`src/rtl/pca_accel_pkg.sv`:
```
// Shared constants and types for the PCA accelerator datapath blocks.
// Consumed by packed_matrix_row_streamer (optional macro: PCA_ROWSTREAM_DBUF_EN).
package pca_accel_pkg;

    localparam int PCA_MATRIX_SIZE = 4;
    localparam int PCA_DATA_WIDTH  = 8;

    typedef enum logic {
        IDLE  = 1'b0,
        DRAIN = 1'b1
    } rowstream_state_t;

endpackage

```
`src/rtl/packed_matrix_row_streamer.sv`:
```
// Streams a packed row-major matrix out one row per valid/ready beat.
// Define PCA_ROWSTREAM_DBUF_EN to add a pending matrix buffer for back-to-back throughput.
//
// state | meaning
// IDLE  | no active matrix, outputs driven 0
// DRAIN | active matrix being streamed, r_row is the row on out_row
module packed_matrix_row_streamer
    import pca_accel_pkg::*;
#(
    parameter int MATRIX_SIZE = PCA_MATRIX_SIZE,
    parameter int DATA_WIDTH  = PCA_DATA_WIDTH
) (
    input  logic                                            clk,
    input  logic                                            rst,
    input  logic [MATRIX_SIZE*MATRIX_SIZE*DATA_WIDTH-1:0]   in_data,
    input  logic                                            in_valid,
    output logic                                            in_ready,
    output logic [DATA_WIDTH-1:0]                           out_row [MATRIX_SIZE],
    output logic [$clog2(MATRIX_SIZE)-1:0]                  out_row_idx,
    output logic                                            out_last,
    output logic                                            out_valid,
    input  logic                                            out_ready
);

    localparam int                ROW_W    = $clog2(MATRIX_SIZE);
    localparam int                MAT_W    = MATRIX_SIZE*MATRIX_SIZE*DATA_WIDTH;
    localparam logic [ROW_W-1:0]  LAST_ROW = ROW_W'(MATRIX_SIZE-1);

    rowstream_state_t   r_state;
    rowstream_state_t   w_state_nxt;
    logic [MAT_W-1:0]   r_active;
    logic [ROW_W-1:0]   r_row;

    logic               w_in_fire;
    logic               w_out_fire;
    logic               w_row_last;
    logic               w_last_fire;
    logic               w_load_active;

    assign w_in_fire   = in_valid && in_ready;
    assign w_out_fire  = out_valid && out_ready;
    assign w_row_last  = (r_row == LAST_ROW);
    assign w_last_fire = w_out_fire && w_row_last;

`ifdef PCA_ROWSTREAM_DBUF_EN
    logic [MAT_W-1:0]   r_pend;
    logic               r_pend_valid;
    logic               w_reload;

    assign in_ready = !rst && !r_pend_valid;
    // Input goes straight to active when nothing is active or finishing with an empty pending slot.
    assign w_load_active = w_in_fire && ((r_state == IDLE) || (w_last_fire && !r_pend_valid));
    assign w_reload      = w_last_fire && (r_pend_valid || w_in_fire);

    always_ff @(posedge clk) begin
        if (rst) begin
            r_pend       <= '0;
            r_pend_valid <= 1'b0;
        end else if (w_last_fire && r_pend_valid) begin
            r_pend_valid <= 1'b0;
        end else if (w_in_fire && (r_state == DRAIN) && !w_last_fire) begin
            r_pend       <= in_data;
            r_pend_valid <= 1'b1;
        end
    end
`else
    logic               w_reload;

    assign in_ready      = !rst && (r_state == IDLE);
    assign w_load_active = w_in_fire;
    assign w_reload      = 1'b0;
`endif

    always_ff @(posedge clk) begin
        if (rst) begin
            r_state <= IDLE;
        end else begin
            r_state <= w_state_nxt;
        end
    end

    always_comb begin
        w_state_nxt = r_state;
        case (r_state)
            IDLE: begin
                if (w_in_fire) begin
                    w_state_nxt = DRAIN;
                end
            end
            DRAIN: begin
                if (w_last_fire && !w_reload) begin
                    w_state_nxt = IDLE;
                end
            end
            default: w_state_nxt = IDLE;
        endcase
    end

    always_ff @(posedge clk) begin
        if (rst) begin
            r_active <= '0;
            r_row    <= '0;
        end else begin
            if (w_load_active) begin
                r_active <= in_data;
`ifdef PCA_ROWSTREAM_DBUF_EN
            end else if (w_last_fire && r_pend_valid) begin
                r_active <= r_pend;
`endif
            end
            if (w_load_active || w_last_fire) begin
                r_row <= '0;
            end else if (w_out_fire) begin
                r_row <= r_row + 1'b1;
            end
        end
    end

    assign out_valid   = (r_state == DRAIN);
    assign out_row_idx = out_valid ? r_row : '0;
    assign out_last    = out_valid && w_row_last;

    for (genvar c = 0; c < MATRIX_SIZE; c++) begin : g_col
        assign out_row[c] = out_valid
            ? r_active[(int'(r_row)*MATRIX_SIZE + c + 1)*DATA_WIDTH - 1 -: DATA_WIDTH]
            : '0;
    end

endmodule

```
`config.mk`:
```
export PLATFORM = sky130hd
export DESIGN_NAME = packed_matrix_row_streamer
export DESIGN_NICKNAME = d
export VERILOG_FILES = /design/src/rtl/pca_accel_pkg.sv /design/src/rtl/packed_matrix_row_streamer.sv
export SDC_FILE = /design/constraint.sdc
export NUM_CORES = 1
export LEC_CHECK = 0
export ABC_AREA = 1
export BUFFER_PORTS_ARGS = -buffer_cell sky130_fd_sc_hd__buf_2
export CORE_MARGIN = 2
export CORE_UTILIZATION = 45
export DETAILED_ROUTE_END_ITERATION = 10
export PLACE_DENSITY = 0.7
export REMOVE_ABC_BUFFERS = 1
export SKIP_LAST_GASP = 1
export SYNTH_ARGS = -nofsm -noshare
export SYNTH_HDL_FRONTEND = slang
export SYNTH_SLANG_ARGS = --single-unit
```
`constraint.sdc`:
```
create_clock -name clk -period 4.5 [get_ports clk]
set_input_delay 0.9 -clock clk [delete_from_list [all_inputs] [get_ports clk]]
set_output_delay 0.9 -clock clk [all_outputs]
set_load 0.02 [all_outputs]
```
After elaboration in Yosys (flattened, before gate mapping)
Cells that the tools add are included.
W data, S select, Z words.
- output and inout port bits: 37
- flip-flop bits (word level): 131
- input bits: 132
- word-level logic and storage cells: 36
- reduce and logical (&&, ||, !) cells: 8
- shift-type cells: 4
- add/sub/neg operators: 11
- mux-type cells: 8
- equality and inequality tests: 1
- bitwise logic cells: 1
- operator list (cell ; count):
    $shiftx A135 B10 Y8 ; 3
    $shiftx A135 B32 Y8 ; 1
    $mux W8 ; 4
    $sub A32 B2 Y32 const B ; 1
    $sub A9 B1 Y10 const B ; 3
    $add A5 B1 Y6 const B ; 3
    $add A4 B2 Y5 const B ; 2
    $add A4 B1 Y5 const B ; 1
    $logic_and A1 B1 Y1 ; 5
    $add A2 B1 Y2 const B ; 1
    $eq A2 B2 Y1 const B ; 1
    $mux W1 ; 2
    $mux W2 ; 1
    $pmux W1 S2 ; 1
    $reduce_or A2 Y1 ; 1
    $logic_not A1 Y1 ; 1
    $logic_or A1 B1 Y1 ; 1
    $not A1 Y1 ; 1

Logic depth before layout (Yosys ltp)
- depth after elaboration: 5
- mapped depth: 10
- mapped depth without buffers: 7

Worst setup path before layout
No wires, ideal clock.
- kind: flip-flop to output port
- from: register r_row[1]
- to: output port out_row[0] (netlist name)
- buffers on the path: 2
- slack: 1670 ps
- cell stages (with the launch flop): 10
- required time: 3600 ps
- arrival: 1930 ps
- cell sequence: dfxtp_1 > buf_2 > clkinv_1 > buf_2 > ha_1 > nor2_2 > inv_1 > nand2_2 > nor2_1 > nor2_1
- RTL lines (what ; line ; RTL):
    start, declared ; packed_matrix_row_streamer.sv:32 ; logic [ROW_W-1:0] r_row;
    start signal, assigned ; packed_matrix_row_streamer.sv:114 ; r_row <= r_row + 1'b1;
    end, declared ; packed_matrix_row_streamer.sv:18 ; output logic [DATA_WIDTH-1:0] out_row [MATRIX_SIZE],

==> impl_results.md <==
- Asr flop ratio synth: 0%
- Worst slack, placed: about 1200 ps
- Final design utilization: 55.4%
- Initial antenna violation count: 0
- Initial Util: about 46%
- Maximum vdd drop: 0.265 mV
- Synth Flop Type: dfxtp_1
- Iteration-0 DRC Markers: 470
- Synth unique cells: 19
- Post-route ant nets: 0
- Total wire length: approximately 17000 microns
- Total of max-cap violations: 0
- Leakage: about 4.0 nW
- Final Hold Vio Count: 0
- First drt pass iteration count: 5
- Cts hold-fix bufs: 0
- Final worst slack: 825 ps
- EDFF count, synth: 0
- Pwr Density: 418 mW/mm^2
- Clock Tree Buf Depth: 2
- Largest net degree at the start of global routing: just under 100
- # placed instances: around 1200
- Synth Warn #: 0
- Status: finished, final reports clean
- Area leader, netlist: dfxtp_1
- Final Critical Period: roughly 3700 ps
- CP Class: register to output pin
- RSZ-0062 raised after global routing: false
- Die Wd: around 120 microns
- Yosys reg bits: around 130
- TritonCTS clock tree: yes
- H-tree levels: 4
- Cell Area, Synth: 0.00626 sq mm
- Clk_skew: roughly 5.7 ps
- Area contributors post-synth: dfxtp_1, nand3_1, nand2_1
- CORE AREA: approximately 0.014 sq mm
- Diode count: 0
- Max frequency: 0.272 GHz
- First-pass GRT wire length: 27000 microns
- Synth-to-Final Area Change: 21.6%
- Seq/Total Area, Yosys: 41.9%
- Count leader, synth: nand3_1
- Post-synth top cells: nand3_1, nand2_1, dfxtp_1
- DP HPWL: 9890 microns
- Core Rows: 43
- Clock sinks: approximately 130
- Tot GR Track Use: ~23%
- Later-pin clock latency in the skew report: 410 ps
- Hold slack: between 400 and 500 ps
- IO buf count: ~170
- Non-Filler Instances: about 1300
- Syn_area_per_cell: roughly 6.6 sq um
- Routed len/inst: roughly 13 microns
- Max-slew headroom: 33.8%
- Slew Viols, Final: 0
- Post-CTS setup buffers: 0
- I/O pins: 169
- Drt via density: between 5 and 6
- Number of remaining DRC errors: 0
- Vias in the first global route: 5672
- Final GP Congestion: 0.805
- Layout cells sized above 1: around a fifth
- Max Fanout on Critical Path: 17
- Vias: ~6300
- # setup viols final: 0
- Clock transition at path regs: approximately 50 ps
- CP endpoint kind: output pin
- Die area: 0.0149 sq mm
- Top cell type's share of synthesized area: 41.9%
- Resized cells post-CTS: 0
- GRT overflow: 0
- Filler instances: 1399
- Final period util: roughly four fifths
- Startpoint types: register
- Cells after Synth: ~950
- Critical Path RT: about 3600 ps
- Die height: 122 microns
- Clock root buffer: clkbuf_16
- Slew @ Worst Pin: 993 ps
- # nets final: around 1200
- Hold Crit Class: register to register
- Critical Path AT: 2770 ps
- TritonCTS Buffers: 17
-- state kept, by name, summed over array words and instances, names as in the netlist --
signal     flops
r_active     128
out_valid      1
r_row          2
-- final cells by class --
| cell class | count | area, sq um | share of cell area [%] |
|---|---|---|---|
| timing repair buffer | 176 | 928 | 12.2 |
| clock inverter | 10 | 130 | 1.71 |
| tap | 180 | 225 | 2.96 |
| inverter | 82 | 310 | 4.08 |
| clock buffer | 22 | 474 | 6.23 |
| multi-input combinational | 656 | 2910 | 38.3 |
| sequential | 131 | 2630 | 34.5 |
-- path summary, 6_finish.rpt --
check,start,endpoint,slack (ps),cells past startpoint
max,r_row[1]$_SDFFE_PP0N_,out_row[3],830,8
min,r_active[68]$_SDFFE_PP0P_,r_active[68]$_SDFFE_PP0P_,460,2
max reg2reg,out_valid$_SDFF_PP0_,r_active[3]$_SDFFE_PP0P_,1740,5
min reg2reg,r_active[68]$_SDFFE_PP0P_,r_active[68]$_SDFFE_PP0P_,460,2
-- metrics by stage --
step / TNS [ps] / cell area (sq um) / power (mW)
after floorplan: -175800 / 5830 / 1.61
after global placement: 0 / 7000 / 1.79
after detailed placement: 0 / 7000 / 1.80
after CTS: 0 / 7610 / 3.21
after global routing: 0 / 7610 / 3.33
final: 0 / 7610 / 3.18
-- logic make-up after synthesis --
group | synth area share (%)
DFF | 41.9
AOI/OAI and AO/OA | 1.68
and+or+nand+nor | 44.2
buffers and inverters | 11.7
xor gates and xnor gates | 0.140
adders and majority gates | 0.400
-- power by group --
group	leakage, nW	total [mW]	internal (mW)	switching (mW)
logic	2.60	0.469	0.167	0.302
clock network	0.296	1.41	0.910	0.495
registers	1.08	1.31	1.25	0.0516
-- worst max-delay path, cell delays in order (launching register included) --
cell and delay (ps):
dfxtp_2 320, clkinv_1 510, ha_1 570, nor2_2 350, inv_1 100, nand2_2 160, nor2_1 60, nor2_1 130
buf_2 180
-- layout by cell type (no fill, tap or decap), types with 2 or more instances in the layout --
cell type and count:
nand3_1 298, nand2_1 260, buf_2 167, dfxtp_1 129
inv_1 78, nor2_1 66, a21oi_1 20, clkbuf_16 17
buf_4 7, clkinv_2 5, or2_2 4, clkbuf_8 3
bufinv_16 3, clkinv_1 2, ha_1 2, clkinvlp_4 2
clkbuf_1 2, buf_12 2, dfxtp_2 2
-- routing by layer --
| layer | up-vias | wire [microns] | global-route usage, % |
|---|---|---|---|
| li1 | 3258 | - | - |
| met3 | 15 | 1100 | 5.06 |
| met2 | 193 | 7840 | 37.4 |
| met5 | - | 0 | 0 |
| met4 | 0 | 182 | 6.47 |
| met1 | 2833 | 7510 | 30.2 |
Power figures use the tool's default switching activity.
